$ cat src/rtl/mul4_share_arbiter_if.sv
// mul4_share_arbiter_if: request, shared-multiplier and response signals of mul4_share_arbiter
//   req_valid/req_ready/req_a/req_b : per-requester operand handshake (4-bit lanes)
//   mul_a/mul_b/mul_p               : operands to and product from the shared multiplier
//   rsp_valid/rsp_ready/rsp_p/rsp_id: product response with owning requester id
//   slave modport = arbiter side, master modport = requesters/multiplier/consumer side
interface mul4_share_arbiter_if #(parameter int NREQ = 4);
  localparam int IDW = $clog2(NREQ);
  logic [NREQ-1:0] req_valid;
  logic [NREQ-1:0] req_ready;
  logic [4*NREQ-1:0] req_a;
  logic [4*NREQ-1:0] req_b;
  logic [3:0] mul_a;
  logic [3:0] mul_b;
  logic [7:0] mul_p;
  logic rsp_valid;
  logic rsp_ready;
  logic [7:0] rsp_p;
  logic [IDW-1:0] rsp_id;
  modport slave (
    input req_valid, req_a, req_b, mul_p, rsp_ready,
    output req_ready, mul_a, mul_b, rsp_valid, rsp_p, rsp_id
  );
  modport master (
    output req_valid, req_a, req_b, mul_p, rsp_ready,
    input req_ready, mul_a, mul_b, rsp_valid, rsp_p, rsp_id
  );
endinterface

$ cat src/rtl/mul4_share_arbiter.sv
// mul4_share_arbiter: round-robin sharing of one combinational 4x4 multiplier among NREQ requesters
//   clk   : rising-edge clock
//   rst_n : asynchronous active-low reset
//   bus   : mul4_share_arbiter_if.slave (request handshake, multiplier operands/product, response)
//   Define MUL4ARB_FIXED_PRIO_EN for strict priority (requester 0 highest) instead of round-robin.
module mul4_share_arbiter #(
  parameter int NREQ = 4
) (
  input logic clk,
  input logic rst_n,
  mul4_share_arbiter_if.slave bus
);
  localparam int IDW = $clog2(NREQ);
  typedef enum logic [1:0] {IDLE, MUL, RESP} state_t;
  state_t state, state_n;
  logic [IDW-1:0] ptr, g, g_next, op_id, rsp_id, j;
  logic [IDW:0] sum;
  logic [3:0] op_a, op_b;
  logic [7:0] rsp_p;
  logic rsp_valid, accept;
  // Scan from ptr downward-in-priority so the last hit is the first set bit at or after ptr.
  always_comb begin
    g = '0;
    sum = '0;
    j = '0;
    for (int k = NREQ - 1; k >= 0; k--) begin
      sum = {1'b0, ptr} + (IDW + 1)'(k);
      j = IDW'(sum >= (IDW + 1)'(NREQ) ? sum - (IDW + 1)'(NREQ) : sum);
      if (bus.req_valid[j]) g = j;
    end
  end
`ifdef MUL4ARB_FIXED_PRIO_EN
  assign g_next = '0;
`else
  assign g_next = (g == IDW'(NREQ - 1)) ? '0 : g + 1'b1;
`endif
  // Gated by rst_n so no grant is shown while reset is held.
  assign accept = rst_n && state == IDLE && |bus.req_valid;
  assign bus.req_ready = accept ? {{(NREQ - 1){1'b0}}, 1'b1} << g : '0;
  always_comb begin
    state_n = state;
    state_n = (state == IDLE) ? (accept ? MUL : IDLE) :
              (state == MUL) ? RESP :
              (bus.rsp_ready ? IDLE : RESP);
  end
  always_ff @(posedge clk or negedge rst_n) begin
    if (!rst_n) begin
      state <= IDLE;
      ptr <= '0;
      op_a <= '0;
      op_b <= '0;
      op_id <= '0;
      rsp_p <= '0;
      rsp_id <= '0;
      rsp_valid <= 1'b0;
    end else begin
      state <= state_n;
      if (accept) begin
        op_a <= bus.req_a[4*g +: 4];
        op_b <= bus.req_b[4*g +: 4];
        op_id <= g;
        ptr <= g_next;
      end
      if (state == MUL) begin
        rsp_p <= bus.mul_p;
        rsp_id <= op_id;
        rsp_valid <= 1'b1;
      end
      if (state == RESP && bus.rsp_ready) rsp_valid <= 1'b0;
    end
  end
  assign bus.mul_a = op_a;
  assign bus.mul_b = op_b;
  assign bus.rsp_valid = rsp_valid;
  assign bus.rsp_p = rsp_p;
  assign bus.rsp_id = rsp_id;
endmodule

$ cat src/flat_wrapper.sv
// flat-port wrapper written by rule: the top's interface ports become plain ports
module mul4_share_arbiter_flat 
#(
  parameter int NREQ = 4
)
  (clk, rst_n, bus_req_valid, bus_req_a, bus_req_b, bus_mul_p, bus_rsp_ready, bus_req_ready, bus_mul_a, bus_mul_b, bus_rsp_valid, bus_rsp_p, bus_rsp_id);
  mul4_share_arbiter_if #(.NREQ(NREQ)) bus_i ();
  input logic clk;
  input logic rst_n;
  input wire logic [$bits(bus_i.req_valid)-1:0] bus_req_valid;
  input wire logic [$bits(bus_i.req_a)-1:0] bus_req_a;
  input wire logic [$bits(bus_i.req_b)-1:0] bus_req_b;
  input wire logic [$bits(bus_i.mul_p)-1:0] bus_mul_p;
  input wire logic [$bits(bus_i.rsp_ready)-1:0] bus_rsp_ready;
  output wire logic [$bits(bus_i.req_ready)-1:0] bus_req_ready;
  output wire logic [$bits(bus_i.mul_a)-1:0] bus_mul_a;
  output wire logic [$bits(bus_i.mul_b)-1:0] bus_mul_b;
  output wire logic [$bits(bus_i.rsp_valid)-1:0] bus_rsp_valid;
  output wire logic [$bits(bus_i.rsp_p)-1:0] bus_rsp_p;
  output wire logic [$bits(bus_i.rsp_id)-1:0] bus_rsp_id;
  assign bus_i.req_valid = bus_req_valid;
  assign bus_i.req_a = bus_req_a;
  assign bus_i.req_b = bus_req_b;
  assign bus_i.mul_p = bus_mul_p;
  assign bus_i.rsp_ready = bus_rsp_ready;
  assign bus_req_ready = bus_i.req_ready;
  assign bus_mul_a = bus_i.mul_a;
  assign bus_mul_b = bus_i.mul_b;
  assign bus_rsp_valid = bus_i.rsp_valid;
  assign bus_rsp_p = bus_i.rsp_p;
  assign bus_rsp_id = bus_i.rsp_id;
  mul4_share_arbiter #(.NREQ(NREQ)) u_core (.clk(clk), .rst_n(rst_n), .bus(bus_i));
endmodule
$ cat config.mk
export PLATFORM = sky130hd
export DESIGN_NAME = mul4_share_arbiter_flat
export DESIGN_NICKNAME = d
export VERILOG_FILES = /design/src/rtl/mul4_share_arbiter_if.sv /design/src/rtl/mul4_share_arbiter.sv /design/src/flat_wrapper.sv
export SDC_FILE = /design/constraint.sdc
export NUM_CORES = 1
export LEC_CHECK = 0
export BUFFER_PORTS_ARGS = -buffer_cell sky130_fd_sc_hd__buf_2
export CAP_MARGIN = 10
export CORE_UTILIZATION = 44
export CTS_CLUSTER_DIAMETER = 200
export CTS_CLUSTER_SIZE = 16
export DETAILED_ROUTE_END_ITERATION = 6
export PLACE_DENSITY = 0.85
export SLEW_MARGIN = 20
export SYNTH_ARGS = -nofsm -noshare
export SYNTH_HDL_FRONTEND = slang
export SYNTH_SLANG_ARGS = --single-unit
$ cat constraint.sdc
create_clock -name clk -period 2 [get_ports clk]
set_input_delay 0.3 -clock clk [delete_from_list [all_inputs] [get_ports clk]]
set_output_delay 0.3 -clock clk [all_outputs]
set_load 0.01 [all_outputs]
==> results.yml, run 1 <==
synth:
  netlist.area_leader.share_pct: 48.9
  netlist_area_um2: 1280
  ys.flop_type: "dfrtp_1"
  synth_area_leaders: "dfrtp_1 (49%), mux2i_1 (13%), mux2_2 (8.8%)"
  ys_seq_area_share_pct: 48.9
  netlist-cell-type-count: 25
  avgSynthCellArea_um2: 11.4
  ys_ff_latch: 25
  synth_most_common_cell: "dfrtp_1"
  synthCells: 112
  syn_nets: 160
  yosysWarnings: 0
  synth_area_leader_cell: "dfrtp_1"
  synth-edff-count: 0
  async_flop_share_pct: 100
  synth_commonest_cells: "dfrtp_1 (25), mux2i_1 (16), nand2_1 (15)"
cts:
  cts_tree: "yes"
  clk_path_buf_depth: 2
  cts_hold_buf: 0
  numCtsBuffers: 3
  path_clk_slew_ns: 0.14
  cts.sinks: 25
  clk_latency_ns: 0.32
  htreeDepth: 1
  clock-root-buffer: "clkbuf_4"
routing:
  drt-pass1-iter-count: 4
  drc: 0
  routed_via_density: 5.11
  wl_per_cell_um: 13.3
  ant_nets: 0
  initialDrtViolationCount: 9
  via_count: 1124
  finalWirelength_mm: 2.92
global_routing:
  grt_max_degree: 26
  gr-usage-all-layers_pct: 18.6
  grt_overflow: 0
  grt_pass1_vias: 1041
  grt_pass1_wl_mm: 4.65
  antenna_found_initial: 0
sta:
  clock.fmax_ghz: 0.507
  rsz0062_at_grt: "yes"
  hold_viol_final: 3
  fin_skew_ns: 0.00206
  slew_violations: 0
  setup_viol: 0
  max_slew_margin_pct: 79.0
  period_needed_ns: 1.97
  worst_slew_pin_slew_ns: 0.315
  fin_crit_sh_pct: 98.6
  holdWs_ns: -0.00200
setup_path:
  crit_fanout: 5
  crit_required_ns: 1.70
  worstSetupPathType: "reg -> out"
  rrSetupSlack_ns: 0.41
  end_kind: "primary output"
  r2r-end: "u_core.bus.mul_a[2]"
  crit_path_start_kind: "flop"
  cp.arrival_ns: 1.67
  reg2reg_from: "u_core.ptr[0]"
  rr_worst_depth: 6
die:
  start_util_pct: 46.4
  io_pins: 70
  die-area_um2: 3130
  die_height_um: 55.9
  core.rowCount: 19
  die_w_um: 55.9
  core_area_um2: 2760
finish:
  n_fill_cell: 230
  syn2layout_area_growth_pct: 38.1
  num-nets-final: 238
  instances_no_fill: 220
  n_antenna_cell: 0
  final_util_pct: 64.1
  layout-drive-gt1-share_pct: 56.1
run:
  maxCapViolCount: 0
placed_design:
  dp_hpwl_mm: 2.14
  place_inst: 212
  place_congestion: 0.717
  port_buffers: 69
pwr:
  p_per_area_nw_per_um2: 1270
  ir_worst_vdd_mv: 0.829
  leakage_uw: 0.000965
worst_hold_path:
  min_path_type: "in -> async"
status:
  status: "finished with violations"
  violations: "negative hold slack"
==> placed cells by master (no fill, tap or decap) <==
cell / instances
buf_2: 68
dfrtp_1: 25
mux2i_1: 16
nand2_1: 15
mux2_2: 10
o221ai_1: 8
buf_4: 8
nor2_1: 5
inv_1: 4
a21oi_1: 3
clkbuf_4: 3
buf_6: 3
a21oi_2: 2
inv_2: 2
o21ai_0: 2
o22ai_2: 1
nand2b_1: 1
nand2b_4: 1
a211oi_2: 1
a21o_1: 1
o21bai_4: 1
or2_1: 1
nor2_2: 1
o311ai_4: 1
nand2b_2: 1
and2_4: 1
nor2b_1: 1
o21a_1: 1
ha_2: 1
clkinvlp_4: 1
==> timing repair <==
action,4_1_cts,5_1_grt
buffers inserted,3,1
gates resized for setup,4,9
endpoints found under the setup margin,3,4
pin swaps,0,4
==> critical path, stage by stage, from the launching register on <==
cell	delay (ns)
dfrtp_1	0.43
nand2b_4	0.16
a21oi_1	0.21
a211oi_2	0.08
nand2b_2	0.22
nor2_1	0.11
buf_2	0.14
==> area by class of cell <==
cell class	instances	area [um2]	share of cell area [%]
clock buffer	3	22.5	1.27
clock inverter	1	7.51	0.425
inverter	6	22.5	1.27
multi-input combinational	75	617	34.9
sequential	25	626	35.4
tap	31	38.8	2.19
timing repair buffer	79	434	24.6
==> registers in the layout, summed over array words and instances, names as in the netlist <==
name and count:
u_core.bus.mul_a 4, u_core.ptr 2, u_core.op_id 2, u_core.bus.rsp_valid 1
u_core.bus.rsp_id 2, u_core.bus.mul_b 4, u_core.state 2, u_core.bus.rsp_p 8
==> how the worst max path moves through the flow <==
stage	start	to	depth (start not counted)	slack, ns
6_report	u_core.ptr[0]	bus_req_ready[2]	6	0.03
5_1_grt	u_core.ptr[0]	bus_req_ready[3]	6	-0.04
4_1_cts	u_core.ptr[1]	bus_req_ready[2]	6	0.0007
3_5_place_dp	u_core.ptr[0]	u_core.bus.mul_a[2]	6	0.29
3_3_place_gp	bus_req_valid[3]	bus_req_ready[2]	7	0.33
2_1_floorplan	u_core.ptr[0]	bus_req_ready[3]	8	0.26
==> stage by stage <==
| step | setup WS, ns | instance area, um2 | hold WS, ns | power, uW | setup TNS [ns] |
|---|---|---|---|---|---|
| after CTS | 0.000669 | 1730 | 0.00157 | 2210 | 0 |
| after global routing | -0.0380 | 1770 | 0.0182 | 2410 | -0.109 |
| after detailed placement | 0.292 | 1660 | 0.370 | 1910 | 0 |
| after floorplan | 0.256 | 1280 | 0.00441 | 1560 | 0 |
| final | 0.0284 | 1770 | -0.00200 | 2250 | 0 |
| after global placement | 0.326 | 1660 | 0.361 | 1860 | 0 |
==> per-layer routing <==
| metal | global-route usage [%] | up-vias | wire length (um) |
|---|---|---|---|
| met4 | 3.14 | 0 | 14 |
| met3 | 2.56 | 3 | 231 |
| met5 | 0 | - | 0 |
| li1 | - | 546 | - |
| met1 | 24.4 | 516 | 1180 |
| met2 | 33.4 | 59 | 1500 |
==> report_power, final <==
| part | internal, uW | switching, uW | leakage (uW) | total (uW) |
|---|---|---|---|---|
| logic | 588 | 550 | 0.000645 | 1140 |
| registers | 743 | 131 | 0.000306 | 875 |
| clock network | 76.4 | 158 | 0.0000139 | 234 |
| total | 1410 | 839 | 0.000965 | 2250 |
==> cells by family (layout without fill, tap and decap cells) <==
| logic type | after synthesis | after routing | synth area share (%) |
|---|---|---|---|
| muxes | 26 | 26 | 21.3 |
| DFF | 25 | 25 | 48.9 |
| AOI/OAI and AO/OA | 21 | 21 | 13.8 |
| and+or+nand+nor | 27 | 27 | 9.09 |
| buffers and inverters | 12 | 89 | 5.96 |
| adders and majority gates | 1 | 1 | 0.977 |
(Power assumes the default switching activity.)
==> run 2: changes to the inputs <==
CELL_PAD_IN_SITES_DETAIL_PLACEMENT = 1   (was default)
CELL_PAD_IN_SITES_GLOBAL_PLACEMENT = 2   (was default)
CORE_UTILIZATION = 25   (was 44)
PLACE_DENSITY = 0.83   (was 0.85)
==> results.yml, run 2 (synthesized netlist as in run 1, its figures left out) <==
finish:
  num-nets-final: 237
  mostFrequentLayoutCells: "buf_2 (69), dfrtp_1 (24), mux2i_1 (16)"
  n_antenna_cell: 0
  syn2layout_area_growth_pct: 40.3
  top_register: "u_core.bus.rsp_p"
  layout_commonest_cell: "buf_2"
  layout-drive-gt1-share_pct: 53.7
  final_area_um2: 1800
  largest_reg_flops: 8
  n_fill_cell: 586
worst_hold_path:
  min_path_type: "in -> async"
cts:
  numCtsBuffers: 3
  path_clk_slew_ns: 0.10
  clk_latency_ns: 0.27
  cts_hold_buf: 0
  cts_tree: "yes"
  clock-root-buffer: "clkbuf_8"
  cts.sinks: 25
  htreeDepth: 1
  clk_path_buf_depth: 2
routing:
  initialDrtViolationCount: 17
  drt-pass1-iter-count: 2
  drc: 0
  ant_nets: 0
  via_count: 1136
  routed_via_density: 4.45
  finalWirelength_mm: 3.41
  wl_per_cell_um: 13.4
setup_path:
  crit_required_ns: 1.70
  cp.buffers_inverters: 2
  worstSetupPathType: "reg -> out"
  r2r-end: "u_core.bus.mul_a[3]"
  cp_slowest_stage_delay_ns: 0.40
  crit_chain: "buf_4, o22ai_1, a211oi_2, ha_1, and2_1, buf_2"
  rr_worst_depth: 6
  crit_fanout: 3
  path_delay_family: "flip-flops"
  slowest_stage: "dfrtp_1"
  rrSetupSlack_ns: 0.44
  crit_path_start_kind: "flop"
  worst-path-stages: 6
  reg2reg_from: "u_core.ptr[0]"
  end_kind: "primary output"
  cp.arrival_ns: 1.62
sta:
  max_slew_margin_pct: 78.2
  slew_violations: 0
  fin_skew_ns: 0.00615
  period_needed_ns: 1.92
  worst_slew_pin_slew_ns: 0.328
  hold_viol_final: 0
  setup_viol: 0
  clock.fmax_ghz: 0.520
  fin_crit_sh_pct: 96.2
  setup_ws_ns: 0.0752
die:
  io_pins: 70
  start_util_pct: 26.6
  core.rowCount: 25
  die_w_um: 73.6
  core_area_um2: 4820
  die-area_um2: 5410
  die_height_um: 73.6
run:
  maxCapViolCount: 0
pwr:
  ir_worst_vdd_mv: 0.360
  power_uw: 2280
  leakage_uw: 0.000959
  p_per_area_nw_per_um2: 1270
global_routing:
  grt_overflow: 0
  antenna_found_initial: 0
  gr-usage-all-layers_pct: 13.1
  grt_max_degree: 26
  grt_pass1_vias: 1175
  grt_pass1_wl_mm: 5.40
placed_design:
  port_buffers: 69
  place_area_um2: 1720
  dp_hpwl_mm: 2.72
  post-place-ws_ns: 0.274
  place_congestion: 0.750
status:
  status: "complete, no violations"
run 2: worst max-delay path by stage:
stage | from | to | slack, ns
global route | u_core.ptr[0] | bus_req_ready[3] | -0.01
global placement | bus_req_valid[3] | bus_req_ready[0] | 0.29
floorplan | u_core.ptr[0] | bus_req_ready[3] | 0.26
CTS | u_core.ptr[1] | bus_req_ready[3] | 0.002
detailed placement | u_core.ptr[0] | bus_req_ready[3] | 0.27
finish | u_core.ptr[0] | bus_req_ready[3] | 0.08
run 2: report_power, final:
group          leakage [uW]  switching [uW]  internal [uW]
Combinational      0.000633             541            548
Sequential         0.000305             132            747
Clock             0.0000217             171            141
run 2: per-stage QoR:
stage	setup TNS (ns)	instances	hold WS (ns)	utilization, %
floorplan	0	112	0.00441	-
global placement	0	250	0.373	35.6
detailed placement	0	250	0.377	35.6
CTS	0	255	0.0741	36.8
global route	-0.0134	255	0.0824	37.3
finish	0	255	0.0665	37.3
run 2: metal layers:
metal	track usage, %	wire, um	up-vias
met2	22.5	1680	40
met5	0	0	-
li1	-	-	551
met3	2.74	238	4
met4	3.85	31	0
met1	16.5	1460	541
run 2: area by class of cell:
| class | count | area (um2) | area share, % |
|---|---|---|---|
| Clock inverter | 1 | 7.51 | 0.418 |
| Sequential cell | 25 | 627 | 34.9 |
| Tap cell | 67 | 83.8 | 4.67 |
| Inverter | 6 | 22.5 | 1.25 |
| Clock buffer | 3 | 41.3 | 2.30 |
| Multi-Input combinational cell | 75 | 601 | 33.4 |
| Timing Repair Buffer | 78 | 413 | 23.0 |
run 2: what timing repair did:
action	4_1_cts	5_1_grt
endpoints found under the setup margin	1	1
pin swaps	0	1
resized for setup	0	6
setup buffers	1	0
cloned	0	0
==> run 3: changes to the inputs <==
CTS_CLUSTER_SIZE = default   (was 16)
PLACE_DENSITY = default   (was 0.83)
PLACE_DENSITY_LB_ADDON = 0.1   (was default)
==> results.yml, run 3 (synthesized netlist as in run 1, its figures left out) <==
status:
  status: "complete, no violations"
setup_path:
  cp_slowest_stage_delay_ns: 0.41
  crit_chain: "nand2b_4, a21oi_1, o21bai_2, inv_1, ha_1, and2_1, buf_2"
  worstSetupPathType: "reg -> out"
  path_delay_family: "flip-flops"
  crit_path_start_kind: "flop"
  slowest_stage: "dfrtp_1"
  cp.buffers_inverters: 2
  crit_required_ns: 1.70
  end_kind: "primary output"
  crit_fanout: 3
  cp.arrival_ns: 1.62
routing:
  ant_nets: 0
  drt-pass1-iter-count: 2
  finalWirelength_mm: 3.31
  drc: 0
  via_count: 1131
  wl_per_cell_um: 12.9
  initialDrtViolationCount: 20
  routed_via_density: 4.42
global_routing:
  gr-usage-all-layers_pct: 12.1
  grt_max_degree: 26
  antenna_found_initial: 0
  grt_overflow: 0
  grt_pass1_wl_mm: 4.98
  grt_pass1_vias: 1059
worst_hold_path:
  min_path_type: "in -> async"
finish:
  n_fill_cell: 584
  layout_commonest_cell: "buf_2"
  layout-drive-gt1-share_pct: 54.0
  mostFrequentLayoutCells: "buf_2 (69), dfrtp_1 (24), mux2i_1 (16)"
  top_register: "u_core.bus.rsp_p"
  num-nets-final: 238
  n_antenna_cell: 0
  largest_reg_flops: 8
  syn2layout_area_growth_pct: 40.9
cts:
  path_clk_slew_ns: 0.09
  clock-root-buffer: "clkbuf_8"
  cts.sinks: 25
  cts_tree: "yes"
  numCtsBuffers: 3
  clk_path_buf_depth: 2
  cts_hold_buf: 0
  clk_latency_ns: 0.27
  htreeDepth: 1
die:
  die_w_um: 73.6
  start_util_pct: 26.6
  io_pins: 70
  die-area_um2: 5410
  core_area_um2: 4820
  die_height_um: 73.6
  core.rowCount: 25
sta:
  slew_violations: 0
  hold_viol_final: 0
  holdWs_ns: 0.0781
  period_needed_ns: 1.92
  max_slew_margin_pct: 77.8
  fin_skew_ns: 0.00275
  fin_crit_sh_pct: 96.1
  fin_setup_tns_ns: 0
  worst_slew_pin_slew_ns: 0.334
  clock.fmax_ghz: 0.520
  setup_viol: 0
run:
  maxCapViolCount: 0
pwr:
  p_per_area_nw_per_um2: 1270
  ir_worst_vdd_mv: 0.457
  leakage_uw: 0.000970
placed_design:
  port_buffers: 69
  place_congestion: 0.691
  dp_hpwl_mm: 2.60
run 3: changes by cell type in the layout (fill, tap and decap cells not counted):
cell	change
buf_4	+1
inv_1	+1
inv_2	-1
nand2b_1	-1
nand2b_4	+1
o21bai_2	+1
o21bai_4	-1
run 3: cell type report:
class | instances | area, um2 | area share [%]
clock inverter | 1 | 7.51 | 0.416
tap | 67 | 83.8 | 4.65
sequential | 25 | 627 | 34.8
inverter | 6 | 22.5 | 1.25
clock buffer | 3 | 41.3 | 2.29
multi-input combinational | 75 | 601 | 33.3
timing repair buffer | 79 | 420 | 23.3
run 3: power breakdown:
group          switching [uW]  total (uW)  leakage (uW)  internal (uW)
clock network             169         310     0.0000217            141
registers                 137         884      0.000305            747
logic                     527        1090      0.000644            561
total                     833        2280      0.000970           1450
run 3: what timing repair did:
action | CTS | global route
resized for setup | 0 | 6
endpoints found under the hold margin | 0 | 0
endpoints found under the setup margin | 1 | 3
setup buffers | 1 | 2
pin swaps | 1 | 0
run 3: per-stage QoR:
step           total power [uW]  cells  worst slack [ns]  cell area, um2  util (%)
5_1_grt                    2460    256           -0.0164            1800      37.4
2_1_floorplan              1560    112             0.256            1280         -
3_5_place_dp               1940    249             0.197            1710      35.5
4_1_cts                    2270    254            0.0110            1760      36.6
6_report                   2280    256            0.0781            1800      37.4
3_3_place_gp               1910    249             0.254            1710      35.5
run 3: worst paths after layout:
check                      cells after the start       startpoint                    to  slack, ns
max in group asynchronous                      2            rst_n         u_core.ptr[1]       1.65
max                                            7    u_core.ptr[0]      bus_req_ready[3]       0.08
min in group clk                               2    bus_rsp_ready       u_core.state[1]       0.22
min                                            2            rst_n  u_core.bus.rsp_valid       0.08
min reg2reg                                    2  u_core.op_id[0]       u_core.op_id[0]       0.48
max reg2reg                                    7    u_core.ptr[0]   u_core.bus.mul_b[1]       0.31
run 3: metal layers:
metal / up-vias / routed length, um / track usage [%]
met5: - / 0 / 0
met4: 0 / 17 / 2.56
met3: 2 / 195 / 3.29
met2: 42 / 1650 / 21.5
met1: 536 / 1450 / 14.7
li1: 551 / - / -
